**config.mk**
```make
export PLATFORM = sky130hd
export DESIGN_NAME = ctrl_seq_param_flat
export DESIGN_NICKNAME = d
export VERILOG_FILES = /design/src/rtl/ctrl_seq_param_if.sv /design/src/rtl/ctrl_seq_param.sv /design/src/flat_wrapper.sv
export SDC_FILE = /design/constraint.sdc
export NUM_CORES = 1
export LEC_CHECK = 0
export ABC_AREA = 0
export BUFFER_PORTS_ARGS = -buffer_cell sky130_fd_sc_hd__clkbuf_2
export CAP_MARGIN = 20
export CORE_MARGIN = 4
export CORE_UTILIZATION = 45
export DETAILED_ROUTE_END_ITERATION = 10
export HOLD_SLACK_MARGIN = 0.1
export PLACE_DENSITY_LB_ADDON = 0.12
export REMOVE_ABC_BUFFERS = 1
export SETUP_SLACK_MARGIN = 0.02
export SYNTH_ARGS = -nofsm -noshare
export SYNTH_HDL_FRONTEND = slang
export SYNTH_SLANG_ARGS = --single-unit
export TNS_END_PERCENT = 1
```
**constraint.sdc**
```tcl
create_clock -name clk -period 3.2 [get_ports clk]
set_input_delay 0.16 -clock clk [delete_from_list [all_inputs] [get_ports clk]]
set_output_delay 0.16 -clock clk [all_outputs]
set_load 0.05 [all_outputs]
```
**src/rtl/ctrl_seq_param_if.sv**
```systemverilog
// ctrl_seq_param_if: instruction handshake and datapath control bundle for ctrl_seq_param.
interface ctrl_seq_param_if #(
    parameter int N_REG = 2
) ();
    localparam int SEL_W = N_REG > 1 ? $clog2(N_REG) : 1;
    logic             start;
    logic [SEL_W+2:0] instruction;
    logic             oe_memo;
    logic             oe_alu;
    logic             oe_port_n;
    logic [N_REG-1:0] reg_oe;
    logic [N_REG-1:0] reg_ld;
    logic             out_ld;
    logic             r_w;
    logic             mem_we;
    logic             busy;
    logic             done;
    logic             err;
    logic             halted;
    modport master (
        output start, instruction,
        input  oe_memo, oe_alu, oe_port_n, reg_oe, reg_ld, out_ld, r_w, mem_we,
               busy, done, err, halted
    );
    modport slave (
        input  start, instruction,
        output oe_memo, oe_alu, oe_port_n, reg_oe, reg_ld, out_ld, r_w, mem_we,
               busy, done, err, halted
    );
endinterface

```
**src/rtl/ctrl_seq_param.sv**
```systemverilog
// ctrl_seq_param: sequences one bus-transfer instruction through SETUP/STROBE/HOLD,
// driving bus enables and load/write strobes, with start/busy/done handshake and HALT.
module ctrl_seq_param #(
    parameter int N_REG     = 2,
    parameter int SETUP_CYC = 1,
    parameter int STRB_CYC  = 1
) (
    input logic           clk,
    input logic           clear,
    ctrl_seq_param_if.slave bus
);
    localparam int SEL_W = N_REG > 1 ? $clog2(N_REG) : 1;
    localparam logic [2:0] OP_NOP = 3'd0, OP_LDM = 3'd1, OP_LDA = 3'd2, OP_LDP = 3'd3,
                           OP_STM = 3'd4, OP_OUTA = 3'd5, OP_OUTP = 3'd6, OP_HALT = 3'd7;

    typedef enum logic [2:0] {IDLE, SETUP, STROBE, HOLD, HALT} state_t;

    state_t           state, state_nx;
    logic [3:0]       cnt, cnt_nx;
    logic [SEL_W+2:0] ins, ins_nx;
    logic [2:0]       op;
    logic [N_REG-1:0] one_hot;
    logic             src, strb, done_nx, err_nx;

    function automatic logic illegal(input logic [SEL_W+2:0] i);
        return i[SEL_W+2:SEL_W] inside {OP_LDM, OP_LDA, OP_LDP, OP_STM} &&
               int'(i[SEL_W-1:0]) >= N_REG;
    endfunction

    function automatic logic active(input logic [SEL_W+2:0] i);
        return i[SEL_W+2:SEL_W] != OP_NOP && i[SEL_W+2:SEL_W] != OP_HALT && !illegal(i);
    endfunction

    always_comb begin
        state_nx = state;
        cnt_nx   = cnt;
        ins_nx   = ins;
        done_nx  = 1'b0;
        err_nx   = 1'b0;
        case (state)
            IDLE: if (bus.start) begin
                ins_nx   = bus.instruction;
                cnt_nx   = '0;
                state_nx = bus.instruction[SEL_W+2:SEL_W] == OP_HALT ? HALT :
                           active(bus.instruction) ? SETUP : HOLD;
            end
            SETUP: begin
                state_nx = cnt == 4'(SETUP_CYC - 1) ? STROBE : SETUP;
                cnt_nx   = cnt == 4'(SETUP_CYC - 1) ? 4'd0 : cnt + 4'd1;
            end
            STROBE: begin
                state_nx = cnt == 4'(STRB_CYC - 1) ? HOLD : STROBE;
                cnt_nx   = cnt == 4'(STRB_CYC - 1) ? 4'd0 : cnt + 4'd1;
            end
            HOLD: begin
                state_nx = IDLE;
                done_nx  = 1'b1;
                err_nx   = illegal(ins);
            end
            HALT:    state_nx = HALT;
            default: state_nx = IDLE;
        endcase
    end

    // Outputs are registered, so they are decoded from the state being entered.
    assign op      = ins_nx[SEL_W+2:SEL_W];
    assign one_hot = N_REG'(1) << ins_nx[SEL_W-1:0];
    assign src     = active(ins_nx) && state_nx inside {SETUP, STROBE, HOLD};
    assign strb    = active(ins_nx) && state_nx == STROBE;

    always_ff @(posedge clk) begin
        if (clear) begin
            state         <= IDLE;
            cnt           <= '0;
            ins           <= '0;
            bus.oe_memo   <= 1'b0;
            bus.oe_alu    <= 1'b0;
            bus.oe_port_n <= 1'b1;
            bus.reg_oe    <= '0;
            bus.reg_ld    <= '0;
            bus.out_ld    <= 1'b0;
            bus.r_w       <= 1'b0;
            bus.mem_we    <= 1'b0;
            bus.busy      <= 1'b0;
            bus.done      <= 1'b0;
            bus.err       <= 1'b0;
            bus.halted    <= 1'b0;
        end else begin
            state         <= state_nx;
            cnt           <= cnt_nx;
            ins           <= ins_nx;
            bus.oe_memo   <= src && op == OP_LDM;
            bus.oe_alu    <= src && (op == OP_LDA || op == OP_OUTA);
            bus.oe_port_n <= !(src && (op == OP_LDP || op == OP_OUTP));
            bus.reg_oe    <= src && op == OP_STM ? one_hot : '0;
            bus.reg_ld    <= strb && op inside {OP_LDM, OP_LDA, OP_LDP} ? one_hot : '0;
            bus.out_ld    <= strb && (op == OP_OUTA || op == OP_OUTP);
            bus.r_w       <= src && op == OP_STM;
            bus.mem_we    <= strb && op == OP_STM;
            bus.busy      <= state_nx != IDLE;
            bus.done      <= done_nx;
            bus.err       <= err_nx;
            bus.halted    <= state_nx == HALT;
        end
    end
endmodule

```
**src/flat_wrapper.sv**
```systemverilog
// flat-port wrapper written by rule: the top's interface ports become plain ports
module ctrl_seq_param_flat 
#(
    parameter int N_REG     = 2,
    parameter int SETUP_CYC = 1,
    parameter int STRB_CYC  = 1
)
  (clk, clear, bus_start, bus_instruction, bus_oe_memo, bus_oe_alu, bus_oe_port_n, bus_reg_oe, bus_reg_ld, bus_out_ld, bus_r_w, bus_mem_we, bus_busy, bus_done, bus_err, bus_halted);
  ctrl_seq_param_if #(.N_REG(N_REG)) bus_i ();
  input logic clk;
  input logic clear;
  input wire logic [$bits(bus_i.start)-1:0] bus_start;
  input wire logic [$bits(bus_i.instruction)-1:0] bus_instruction;
  output wire logic [$bits(bus_i.oe_memo)-1:0] bus_oe_memo;
  output wire logic [$bits(bus_i.oe_alu)-1:0] bus_oe_alu;
  output wire logic [$bits(bus_i.oe_port_n)-1:0] bus_oe_port_n;
  output wire logic [$bits(bus_i.reg_oe)-1:0] bus_reg_oe;
  output wire logic [$bits(bus_i.reg_ld)-1:0] bus_reg_ld;
  output wire logic [$bits(bus_i.out_ld)-1:0] bus_out_ld;
  output wire logic [$bits(bus_i.r_w)-1:0] bus_r_w;
  output wire logic [$bits(bus_i.mem_we)-1:0] bus_mem_we;
  output wire logic [$bits(bus_i.busy)-1:0] bus_busy;
  output wire logic [$bits(bus_i.done)-1:0] bus_done;
  output wire logic [$bits(bus_i.err)-1:0] bus_err;
  output wire logic [$bits(bus_i.halted)-1:0] bus_halted;
  assign bus_i.start = bus_start;
  assign bus_i.instruction = bus_instruction;
  assign bus_oe_memo = bus_i.oe_memo;
  assign bus_oe_alu = bus_i.oe_alu;
  assign bus_oe_port_n = bus_i.oe_port_n;
  assign bus_reg_oe = bus_i.reg_oe;
  assign bus_reg_ld = bus_i.reg_ld;
  assign bus_out_ld = bus_i.out_ld;
  assign bus_r_w = bus_i.r_w;
  assign bus_mem_we = bus_i.mem_we;
  assign bus_busy = bus_i.busy;
  assign bus_done = bus_i.done;
  assign bus_err = bus_i.err;
  assign bus_halted = bus_i.halted;
  ctrl_seq_param #(.N_REG(N_REG), .SETUP_CYC(SETUP_CYC), .STRB_CYC(STRB_CYC)) u_core (.clk(clk), .clear(clear), .bus(bus_i));
endmodule
```
==> flow_summary.rst, run 1 <==
.. list-table::
   :header-rows: 1

   * - Metric
     - Value
   * - Global placement routability congestion
     - 0.792
   * - Worst clock skew on the final layout
     - 0.856 ps
   * - Antenna diode instance count
     - 0
   * - Worst slew pin tran
     - 986 ps
   * - Total number of nets in the final design
     - 153
   * - Starting utilization of the core area
     - 47.8%
   * - IO Port Bufs
     - 19
   * - CP Capture Type
     - flop
   * - Crit start category
     - flop
   * - Placeable core region
     - 0.00250 sq mm
   * - Sequential area share after synthesis
     - 40.2%
   * - Final instance area
     - 0.00130 sq mm
   * - CP Class
     - reg -> reg
   * - Type of the worst min-delay path
     - in -> reg
   * - Sum of routed wire length over all layers
     - 2370 microns
   * - Slowest stage cell on the critical path
     - sky130_fd_sc_hd__nor4b_2
   * - Synthesized area divided by synthesized cell count
     - 8.99 sq um
   * - Setup repair after global routing missed its margin
     - no
   * - Number of flops mapped to enable cells by yosys
     - 0
   * - Final critical path time including I/O delays and setup
     - 2080 ps
   * - Number of clock sinks
     - 24
   * - Number of buffers inserted by post-CTS setup repair
     - 0
   * - Max IR drop VDD
     - 0.252 mV
   * - Worst path required time
     - 3440 ps
   * - Vias after detailed routing
     - 975
   * - Number of antenna violations at the first check in global routing
     - 0
   * - Max_slew headroom
     - 34.1%
   * - Count of buffering cells on the critical path with inverters included
     - 0
   * - Final setup violation count
     - 0
   * - Startpoint of the worst hold path
     - bus_instruction[0]
   * - # rows
     - 18
   * - CP arrival
     - 2320 ps
   * - Area enclosed by the die boundary
     - 0.00355 sq mm
   * - CTS tree
     - built
   * - Proportion of register bits with asynchronous set or reset after synthesis
     - 0%
   * - Max FO, Critical Path
     - 16
   * - Vertical die dimension
     - 59.6 microns
   * - Number of buffers inserted for hold repair after clock tree synthesis
     - 0
   * - Max Transition Viols Final
     - 0
   * - Number of global-route vias before repair
     - 924
   * - Number of H-tree levels
     - 1
   * - Max Fclk
     - 481 MHz
   * - Clock buffer count from CTS
     - 3
   * - Number of warnings issued by yosys
     - 0
   * - Synthesized cell area
     - 0.00120 sq mm
   * - Layout fillers
     - 241
   * - Setup WS pre-CTS
     - 1160 ps
   * - Result of the run
     - complete, no violations
   * - Worst flop-to-flop path startpoint
     - u_core.state[0]
   * - Worst-Skew Late Latency
     - 310 ps
   * - I/O pin total
     - 21
   * - Combined global-route utilization of all metal layers
     - 15.1%
   * - Root buffer cell
     - sky130_fd_sc_hd__clkbuf_4
   * - Die span in x
     - 59.6 microns
   * - Final hold violation count
     - 0
   * - Global-route wire length before repair
     - 4110 microns
   * - CP Cell Sequence
     - nor4b_2 -> mux2_2 -> nor3_1
   * - Detailed-route vias per instance
     - 5.64
   * - CP peak stage delay
     - 910 ps
   * - Power consumption
     - 636 uW
   * - Detailed placement HPWL
     - 1660 microns
   * - Post-detailed-route DRC marker count
     - 0
   * - Power Dens Cells
     - 491 mW/mm^2
   * - Clock transition time at the flip-flop clock pins of the worst setup and hold paths
     - 130 ps
   * - Total negative slack for setup checks
     - 0 ps
   * - Number of gates resized after CTS
     - 0
   * - Number of instances in the synthesized netlist
     - 133
   * - Total congestion overflow after global routing
     - 0
   * - Number of storage elements in the synthesis netlist
     - 24
   * - Final setup slack of the worst path
     - 1120 ps
   * - Number of maximum-capacitance constraint violations
     - 0
   * - Residual antenna-violating net count after detailed routing
     - 0
   * - P&R area growth vs syn
     - 8.37%
   * - Drt first pass iters
     - 4
   * - Placed standard-cell area
     - 0.00126 sq mm
   * - Fraction of final layout cells sized beyond drive strength 1
     - 21.7%
   * - Min Hold Slack
     - 154 ps
   * - 1st-iter DRT viols
     - 29
   * - Leakage power figure
     - 0.540 nW
   * - Launching instance or port of the critical path
     - u_core.state[0]
   * - Most used flip-flop cell after synthesis
     - sky130_fd_sc_hd__dfxtp_1
   * - Routed length per placed instance
     - 13.7 microns
   * - Family with the most delay on the worst path
     - simple AND/OR/NAND/NOR gates
   * - Netlist cell types
     - 42
   * - Largest net degree at the start of global routing
     - 17
   * - Maximum buffer depth of the clock tree
     - 2
   * - Final period utilization
     - 65.0%
==> kinds of logic after synthesis <==
family	Yosys count	share of synthesized area, %
AND/OR/NAND/NOR	56	28.6
AO/OA/AOI/OAI	24	13.3
flip-flops	24	40.2
buffers and inverters	16	7.22
XOR/XNOR	5	3.66
multiplexers	5	4.71
adder cells (fa/ha/maj)	2	2.09
other	1	0.314
==> per-stage QoR <==
step / utilization, % / cells
4_1_cts: 51.9 / 173
3_5_place_dp: 50.4 / 169
5_1_grt: 51.9 / 173
2_1_floorplan: - / 120
3_3_place_gp: 50.4 / 169
6_report: 51.9 / 173
==> layer usage <==
layer  routed length, microns  up-vias  global-route usage (%)
met5                        0        -                       0
met4                       19        0                    7.28
met3                      113        2                    2.18
met2                     1100       22                    24.2
met1                     1140      460                    19.9
li1                         -      491                       -
==> synthesized netlist by cell type, types with 4 or more instances <==
master / count / area, sq um
sky130_fd_sc_hd__a21oi_1: 8 / 40.0
sky130_fd_sc_hd__nor2b_1: 4 / 25.0
sky130_fd_sc_hd__clkbuf_1: 6 / 22.5
sky130_fd_sc_hd__nor2_1: 7 / 26.3
sky130_fd_sc_hd__nor4b_1: 4 / 35.0
sky130_fd_sc_hd__nand3_1: 6 / 30.0
sky130_fd_sc_hd__nand2_1: 8 / 30.0
sky130_fd_sc_hd__dfxtp_1: 24 / 480
sky130_fd_sc_hd__nor3b_1: 4 / 30.0
sky130_fd_sc_hd__xor2_1: 5 / 43.8
sky130_fd_sc_hd__nor3_1: 5 / 25.0
==> report_power, final <==
| part | switching, mW | internal (mW) | total, mW | leakage (nW) |
|---|---|---|---|---|
| clock network | 0.0932 | 0.0695 | 0.163 | 0.0210 |
| registers | 0.0246 | 0.314 | 0.339 | 0.195 |
| logic | 0.0862 | 0.0486 | 0.135 | 0.323 |
| total | 0.204 | 0.432 | 0.636 | 0.540 |
==> cell usage in the layout, fill, tap and decap left out, types with 2 or more instances in the layout <==
cell,count
sky130_fd_sc_hd__dfxtp_1,24
sky130_fd_sc_hd__clkbuf_2,19
sky130_fd_sc_hd__a21oi_1,8
sky130_fd_sc_hd__nand2_1,8
sky130_fd_sc_hd__nor2_1,7
sky130_fd_sc_hd__nand3_1,6
sky130_fd_sc_hd__nor3_1,5
sky130_fd_sc_hd__xor2_1,5
sky130_fd_sc_hd__nor3b_1,4
sky130_fd_sc_hd__nor2b_1,4
sky130_fd_sc_hd__inv_1,3
sky130_fd_sc_hd__nor4b_1,3
sky130_fd_sc_hd__mux2i_1,3
sky130_fd_sc_hd__and3_1,3
sky130_fd_sc_hd__o21bai_1,3
sky130_fd_sc_hd__nand3b_1,3
sky130_fd_sc_hd__o21ai_0,3
sky130_fd_sc_hd__nand4b_1,3
sky130_fd_sc_hd__clkbuf_4,3
sky130_fd_sc_hd__nand2b_1,2
sky130_fd_sc_hd__nor4_1,2
sky130_fd_sc_hd__ha_1,2
==> state kept, by name, indices dropped and copies added, names as in the netlist <==
| signal | cells |
|---|---|
| u_core.bus.r_w | 1 |
| u_core.cnt | 4 |
| u_core.ins | 4 |
| u_core.bus.out_ld | 1 |
| u_core.bus.reg_oe | 2 |
| u_core.bus.oe_port_n | 1 |
| u_core.state | 3 |
| u_core.bus.oe_alu | 1 |
| u_core.bus.mem_we | 1 |
| u_core.bus.reg_ld | 2 |
| u_core.bus.oe_memo | 1 |
| u_core.bus.busy | 1 |
| u_core.bus.halted | 1 |
| u_core.bus.done | 1 |
==> final timing paths <==
check                           cells past startpoint  slack (ps)                   end
worst max-delay path                                3        1120  u_core.bus.reg_ld[0]
worst min-delay path                                3         150         u_core.ins[0]
worst max register to register                      3        1120  u_core.bus.reg_ld[0]
worst min register to register                      2         540         u_core.cnt[0]
==> worst reg2reg max path, stage by stage (launching register included) <==
cell                      delay (ps)
sky130_fd_sc_hd__dfxtp_1         480
sky130_fd_sc_hd__nor4b_2         910
sky130_fd_sc_hd__mux2_2          430
sky130_fd_sc_hd__nor3_1          180
==> cell type report <==
class / count / area, sq um / area share, %
clock buffer: 4 / 36.3 / 2.80
sequential: 24 / 480 / 37.1
timing repair buffer: 19 / 95.1 / 7.34
tap: 30 / 37.5 / 2.90
multi-input combinational: 93 / 636 / 49.0
inverter: 3 / 11.3 / 0.869
(Power assumes the default switching activity.)
==> inputs of run 2 (changes only) <==
==> constraint.sdc (replaced) <==
create_clock -name clk -period 2.1 [get_ports clk]
set_input_delay 0.105 -clock clk [delete_from_list [all_inputs] [get_ports clk]]
set_output_delay 0.105 -clock clk [all_outputs]
set_load 0.05 [all_outputs]
==> run 2 against run 1 <==
First-iteration DRC count is 41% lower. Critical path depth stayed put. Fmax is 22% higher.
==> flow_summary.rst, run 2 (synthesis gave the netlist of run 1 again) <==
.. list-table::
   :header-rows: 1

   * - Metric
     - Value
   * - Fraction of final layout cells sized beyond drive strength 1
     - 22.1% (was 21.7%)
   * - Residual antenna-violating net count after detailed routing
     - 0 (unchanged)
   * - Max Fclk
     - 589 MHz (was 481 MHz)
   * - IO Port Bufs
     - 19 (unchanged)
   * - Detailed-route vias per instance
     - 5.68 (was 5.64)
   * - 1st-iter DRT viols
     - 17 (was 29)
   * - Proportion of power drawn by flip-flops and latches
     - 53.0% (was 53.3%)
   * - Crit start category
     - flop (unchanged)
   * - Max_slew headroom
     - 65.4% (was 34.1%)
   * - Antenna diode instance count
     - 0 (unchanged)
   * - Type of the worst min-delay path
     - in -> reg (unchanged)
   * - Max FO, Critical Path
     - 16 (unchanged)
   * - Max Transition Viols Final
     - 0 (unchanged)
   * - Worst path required time
     - 2350 ps (was 3440 ps)
   * - Number of gates resized after CTS
     - 0 (unchanged)
   * - Total congestion overflow after global routing
     - 0 (unchanged)
   * - Largest net degree at the start of global routing
     - 17 (unchanged)
   * - Max IR drop VDD
     - 0.398 mV (was 0.252 mV)
   * - Clock transition time at the flip-flop clock pins of the worst setup and hold paths
     - 130 ps (about the same)
   * - Total number of nets in the final design
     - 155 (was 153)
   * - Util after Layout
     - 52.6% (was 51.9%)
   * - Placeable core region
     - 0.00250 sq mm (unchanged)
   * - Number of antenna violations at the first check in global routing
     - 0 (unchanged)
   * - Root buffer cell
     - sky130_fd_sc_hd__clkbuf_4 (unchanged)
   * - Registers with the highest flip-flop counts
     - u_core.cnt: 4 flops, u_core.ins: 4 flops, u_core.state: 3 flops (unchanged)
   * - Area enclosed by the die boundary
     - 0.00355 sq mm (unchanged)
   * - CP Class
     - reg -> reg (unchanged)
   * - Final hold violation count
     - 0 (unchanged)
   * - Global placement routability congestion
     - 0.771 (was 0.792)
   * - Peak-usage layer in the global routing report
     - met2 (unchanged)
   * - Number of H-tree levels
     - 1 (unchanged)
   * - Comb pwr share
     - 21.7% (was 21.2%)
   * - CP arrival
     - 1940 ps (was 2320 ps)
   * - Post-detailed-route DRC marker count
     - 0 (unchanged)
   * - Maximum buffer depth of the clock tree
     - 2 (unchanged)
   * - Vias after detailed routing
     - 994 (was 975)
   * - # rows
     - 18 (unchanged)
   * - Switching fraction of total power
     - 31.9% (was 32.1%)
   * - Clock buffer count from CTS
     - 3 (unchanged)
   * - Setup repair after global routing missed its margin
     - no (unchanged)
   * - Global-route track usage on met1
     - 18.8% (was 19.9%)
   * - Fraction of met2 tracks used by global routing
     - 23.2% (was 24.2%)
   * - Number of placed instances with taps included
     - 170 (was 169)
   * - Die span in x
     - 59.6 microns (unchanged)
   * - Detailed placement HPWL
     - 1670 microns (was 1660 microns)
   * - Number of global-route vias before repair
     - 866 (was 924)
   * - Final period utilization
     - 80.8% (was 65.0%)
   * - Final critical path time including I/O delays and setup
     - 1700 ps (was 2080 ps)
   * - Routing usage on met3
     - 2.83% (was 2.18%)
   * - Leading cell type in the layout, fill and taps excluded
     - sky130_fd_sc_hd__dfxtp_1 (unchanged)
   * - Number of maximum-capacitance constraint violations
     - 0 (unchanged)
   * - Result of the run
     - complete, no violations (unchanged)
   * - I/O pin total
     - 21 (unchanged)
   * - Worst clock skew on the final layout
     - 4.25 ps (was 0.856 ps)
   * - Clock network power share
     - 25.4% (was 25.6%)
   * - Vertical die dimension
     - 59.6 microns (unchanged)
   * - CTS tree
     - built (unchanged)
   * - Final setup violation count
     - 0 (unchanged)
   * - Worst-Skew Late Latency
     - 320 ps (was 310 ps)
   * - Leading cell types in the layout, fill and taps excluded
     - 24 x sky130_fd_sc_hd__dfxtp_1, 19 x sky130_fd_sc_hd__clkbuf_2, 8 x sky130_fd_sc_hd__a21oi_1, 8 x sky130_fd_sc_hd__nand2_1, 7 x sky130_fd_sc_hd__nor2_1 (unchanged)
   * - Starting utilization of the core area
     - 47.8% (unchanged)
   * - Drt first pass iters
     - 4 (unchanged)
   * - Global-route wire length before repair
     - 3910 microns (was 4110 microns)
   * - Leakage power figure
     - 0.549 nW (was 0.540 nW)
   * - Internal power of the cells
     - 663 uW (was 432 uW)
   * - Total negative slack for setup checks
     - 0 ps (unchanged)
   * - Routed length per placed instance
     - 13.6 microns (was 13.7 microns)
   * - Cell Count, Final, Fillers Out
     - 175 (was 173)
   * - Min Hold Slack
     - 123 ps (was 154 ps)
   * - Power Dens Cells
     - 742 mW/mm^2 (was 491 mW/mm^2)
   * - CP Capture Type
     - flop (unchanged)
   * - Total net switching power
     - 311 uW (was 204 uW)
   * - P&R area growth vs syn
     - 9.83% (was 8.37%)
   * - Sum of routed wire length over all layers
     - 2380 microns (was 2370 microns)
   * - Worst slew pin tran
     - 518 ps (was 986 ps)
   * - Combined global-route utilization of all metal layers
     - 14.7% (was 15.1%)
   * - Power consumption
     - 974 uW (was 636 uW)
   * - Number of clock sinks
     - 24 (unchanged)
run 2: cell type report:
| cell class | instances | area, sq um |
|---|---|---|
| Fill cell | 249 | 1190 |
| Multi-Input combinational cell | 93 | 636 |
| Sequential cell | 24 | 480 |
| Timing Repair Buffer | 21 | 113 |
| Tap cell | 30 | 37.5 |
| Clock buffer | 4 | 36.3 |
| Inverter | 3 | 11.3 |
run 2: power groups by stage:
stage | Combinational (mW) | Sequential (mW) | Clock (mW)
global placement | 0.208 | 0.525 | 0
detailed placement | 0.210 | 0.526 | 0
floorplan | 0.116 | 0.556 | 0
finish | 0.211 | 0.516 | 0.247
global route | 0.230 | 0.521 | 0.277
CTS | 0.213 | 0.515 | 0.258
run 2: metrics by stage:
stage | instance area (sq um) | worst slack (ps)
final | 1310 | 403
after CTS | 1310 | 395
after global placement | 1270 | 423
after detailed placement | 1270 | 428
after floorplan | 1120 | -42.2
after global routing | 1310 | 211
run 2: worst paths after layout:
| kind | start | endpoint | slack [ps] | depth (start not counted) |
|---|---|---|---|---|
| max | u_core.state[0] | u_core.bus.reg_ld[0] | 400 | 3 |
| min | bus_instruction[2] | u_core.ins[2] | 120 | 3 |
| max reg2reg | u_core.state[0] | u_core.bus.reg_ld[0] | 400 | 3 |
| min reg2reg | u_core.cnt[1] | u_core.cnt[1] | 520 | 2 |
run 2: worst max-delay path, stage by stage, from the launching register on:
cell and delay, ps:
sky130_fd_sc_hd__dfxtp_1 490, sky130_fd_sc_hd__or4b_4 650, sky130_fd_sc_hd__mux2_4 340, sky130_fd_sc_hd__nor3_1 150
run 2: timing repair:
item                                   4_1_cts  5_1_grt
endpoints found under the hold margin        3        0
hold buffers                                 1        0
buffers inserted                             0        0
run 2: layer usage:
metal	wire length, microns	vias up	part of all wire (%)
met2	1050	28	44
li1	-	497	-
met4	53	0	2.2
met5	0	-	0
met3	124	5	5.2
met1	1150	464	48
==> inputs of run 3 (changes only) <==
==> constraint.sdc (replaced) <==
create_clock -name clk -period 1.7 [get_ports clk]
set_input_delay 0.085 -clock clk [delete_from_list [all_inputs] [get_ports clk]]
set_output_delay 0.085 -clock clk [all_outputs]
set_load 0.05 [all_outputs]
==> run 3 against run 2 <==
Via count rose by 3.7%. Clock skew decreased by 0.95 ps. Utilization rose by 4.7 points. Global-route usage grew 1.5 points. Hold slack better by 93 ps. Register-to-register slack lost 240 ps. First-iteration DRC count up 12%. Design area is 8.9% higher. Sequential share of layout area decreased by 3.0 points. Critical path type unchanged. Largest power group unchanged.
==> flow_summary.rst, run 3 (synthesis gave the netlist of run 1 again) <==
.. list-table::
   :header-rows: 1

   * - Metric
     - Value
   * - Number of clock sinks
     - 24 (unchanged)
   * - Vias after detailed routing
     - 1031 (was 994)
   * - Post-detailed-route DRC marker count
     - 0 (unchanged)
   * - Comb pwr share
     - 23.5% (was 21.7%)
   * - P&R area growth vs syn
     - 19.6% (was 9.83%)
   * - Root buffer cell
     - sky130_fd_sc_hd__clkbuf_4 (unchanged)
   * - Min-Delay Path Depth
     - 3 (unchanged)
   * - CP Class
     - reg -> reg (unchanged)
   * - Max_slew headroom
     - 66.8% (was 65.4%)
   * - Worst clock skew on the final layout
     - 3.30 ps (was 4.25 ps)
   * - Maximum buffer depth of the clock tree
     - 2 (unchanged)
   * - IO Port Bufs
     - 19 (unchanged)
   * - Global-route wire length before repair
     - 4280 microns (was 3910 microns)
   * - FF-to-FF End
     - u_core.bus.reg_ld[1] (was u_core.bus.reg_ld[0])
   * - Power Dens Cells
     - 951 mW/mm^2 (was 742 mW/mm^2)
   * - Clock network power share
     - 31.4% (was 25.4%)
   * - Number of buffers inserted by post-CTS setup repair
     - 0 (unchanged)
   * - Worst flop-to-flop path startpoint
     - u_core.state[2] (was u_core.state[0])
   * - Final period utilization
     - 90.5% (was 80.8%)
   * - Number of H-tree levels
     - 1 (unchanged)
   * - Number of buffers inserted for hold repair after clock tree synthesis
     - 5 (was 1)
   * - Internal power of the cells
     - 953 uW (was 663 uW)
   * - Detailed placement HPWL
     - 1780 microns (was 1670 microns)
   * - Crit start category
     - flop (unchanged)
   * - Starting utilization of the core area
     - 47.8% (unchanged)
   * - Type of the worst min-delay path
     - in -> reg (unchanged)
   * - Number of gates resized after CTS
     - 0 (unchanged)
   * - 1st-iter DRT viols
     - 19 (was 17)
   * - Total number of nets in the final design
     - 167 (was 155)
   * - Util after Layout
     - 57.2% (was 52.6%)
   * - CTS tree
     - built (unchanged)
   * - Routed length per placed instance
     - 13.6 microns (about the same)
   * - Leading cell types in the layout, fill and taps excluded
     - 24 x sky130_fd_sc_hd__dfxtp_1, 19 x sky130_fd_sc_hd__clkbuf_2, 9 x sky130_fd_sc_hd__buf_4 (was 24 x sky130_fd_sc_hd__dfxtp_1, 19 x sky130_fd_sc_hd__clkbuf_2, 8 x sky130_fd_sc_hd__a21oi_1, 8 x sky130_fd_sc_hd__nand2_1, 7 x sky130_fd_sc_hd__nor2_1)
   * - Destination of the worst hold path
     - u_core.state[2] (was u_core.ins[2])
   * - Global placement routability congestion
     - 0.804 (was 0.771)
   * - Largest net degree at the start of global routing
     - 15 (was 17)
   * - Final hold violation count
     - 0 (unchanged)
   * - Residual antenna-violating net count after detailed routing
     - 0 (unchanged)
   * - Final setup slack of the worst path
     - 161 ps (was 403 ps)
   * - Total congestion overflow after global routing
     - 0 (unchanged)
   * - Registers with the highest flip-flop counts
     - u_core.cnt: 4 flops, u_core.ins: 4 flops, u_core.state: 3 flops (unchanged)
   * - Total net switching power
     - 407 uW (was 311 uW)
   * - Clock buffer count from CTS
     - 3 (unchanged)
   * - Max IR drop VDD
     - 0.554 mV (was 0.398 mV)
   * - Fraction of final layout cells sized beyond drive strength 1
     - 25.5% (was 22.1%)
   * - Antenna diode instance count
     - 0 (unchanged)
   * - Switching fraction of total power
     - 29.9% (was 31.9%)
   * - Clock transition time at the flip-flop clock pins of the worst setup and hold paths
     - 140 ps (was 130 ps)
   * - Sum of routed wire length over all layers
     - 2540 microns (was 2380 microns)
   * - Leading cell type in the layout, fill and taps excluded
     - sky130_fd_sc_hd__dfxtp_1 (unchanged)
   * - Max Transition Viols Final
     - 0 (unchanged)
   * - Worst slew pin tran
     - 497 ps (was 518 ps)
   * - Max Fclk
     - 650 MHz (was 589 MHz)
   * - Placeable core region
     - 0.00250 sq mm (unchanged)
   * - Detailed-route vias per instance
     - 5.51 (was 5.68)
   * - Drt first pass iters
     - 4 (unchanged)
   * - Number of maximum-capacitance constraint violations
     - 0 (unchanged)
   * - Count of buffering cells on the critical path with inverters included
     - 0 (unchanged)
   * - CP arrival
     - 1800 ps (was 1940 ps)
   * - CP Capture Type
     - flop (unchanged)
   * - Startpoint of the worst hold path
     - bus_start (was bus_instruction[2])
   * - Vertical die dimension
     - 59.6 microns (unchanged)
   * - Worst reg2reg setup slack
     - 160 ps (was 400 ps)
   * - Worst r2r path cells
     - 3 (unchanged)
   * - CP Cell Sequence
     - or4b_4 -> mux2_4 -> nor3_1 (unchanged)
   * - # rows
     - 18 (unchanged)
   * - Setup repair after global routing missed its margin
     - no (unchanged)
   * - Number of antenna violations at the first check in global routing
     - 0 (unchanged)
   * - Setup WS pre-CTS
     - 185 ps (was 428 ps)
   * - Result of the run
     - complete, no violations (unchanged)
   * - Final setup violation count
     - 0 (unchanged)
   * - Final critical path time including I/O delays and setup
     - 1540 ps (was 1700 ps)
   * - CP peak stage delay
     - 620 ps (was 650 ps)
   * - Worst-Skew Late Latency
     - 330 ps (was 320 ps)
   * - Max FO, Critical Path
     - 7 (was 16)
   * - Number of global-route vias before repair
     - 939 (was 866)
   * - Combined global-route utilization of all metal layers
     - 16.2% (was 14.7%)
   * - I/O pin total
     - 21 (unchanged)
   * - Worst path required time
     - 1960 ps (was 2350 ps)
   * - Area enclosed by the die boundary
     - 0.00355 sq mm (unchanged)
   * - Leakage power figure
     - 0.612 nW (was 0.549 nW)
   * - Proportion of power drawn by flip-flops and latches
     - 45.1% (was 53.0%)
   * - Slowest stage cell on the critical path
     - sky130_fd_sc_hd__or4b_4 (unchanged)
   * - Die span in x
     - 59.6 microns (unchanged)
   * - Family with the most delay on the worst path
     - simple AND/OR/NAND/NOR gates (unchanged)
-- run 3: power by group through the flow --
stage | Sequential, mW | Combinational (mW) | Clock [mW]
after global placement | 0.623 | 0.308 | 0
final | 0.613 | 0.320 | 0.427
after floorplan | 0.687 | 0.143 | 0
after global routing | 0.618 | 0.349 | 0.454
after CTS | 0.613 | 0.320 | 0.430
after detailed placement | 0.625 | 0.310 | 0
-- run 3: metrics by stage --
step / setup TNS [ps] / std cells / instance area (sq um) / total power [mW] / hold WS [ps]
3_5_place_dp: 0 / 178 / 1330 / 0.935 / 388
3_3_place_gp: 0 / 178 / 1330 / 0.931 / 385
2_1_floorplan: -2980 / 120 / 1120 / 0.830 / 154
5_1_grt: 0 / 187 / 1430 / 1.42 / 238
4_1_cts: 0 / 187 / 1430 / 1.36 / 209
6_report: 0 / 187 / 1430 / 1.36 / 215
-- run 3: worst max path at each step --
stage | slack, ps | from | cells after the start | to
after global placement | 220 | u_core.state[2] | 3 | u_core.bus.reg_oe[0]
after CTS | 150 | u_core.state[2] | 3 | u_core.bus.reg_ld[1]
after detailed placement | 190 | u_core.state[2] | 3 | u_core.bus.reg_ld[1]
after floorplan | -440 | u_core.state[0] | 3 | u_core.bus.reg_ld[0]
after global routing | 60 | u_core.state[2] | 3 | u_core.bus.reg_ld[0]
final | 160 | u_core.state[2] | 3 | u_core.bus.reg_ld[1]
-- run 3: area by class of cell --
class                   instances  area (sq um)
inverters                       3          11.3
well taps                      30          37.5
clock inverters                 1          30.0
clock buffers                   3          22.5
flip-flops and latches         24           480
repair buffers                 33           213
multi-input cells              93           636
fillers                       228          1070
-- run 3: worst register-to-register path, stage by stage (launching register included) --
cell	delay, ps
sky130_fd_sc_hd__dfxtp_1	370
sky130_fd_sc_hd__or4b_4	620
sky130_fd_sc_hd__mux2_4	340
sky130_fd_sc_hd__nor3_1	140
-- run 3: metal layers --
layer | track usage [%] | vias up | wire length (microns)
li1 | - | 524 | -
met1 | 21.2 | 477 | 1230
met2 | 25.7 | 25 | 1150
met3 | 2.61 | 5 | 117
met4 | 7.59 | 0 | 47
met5 | 0 | - | 0
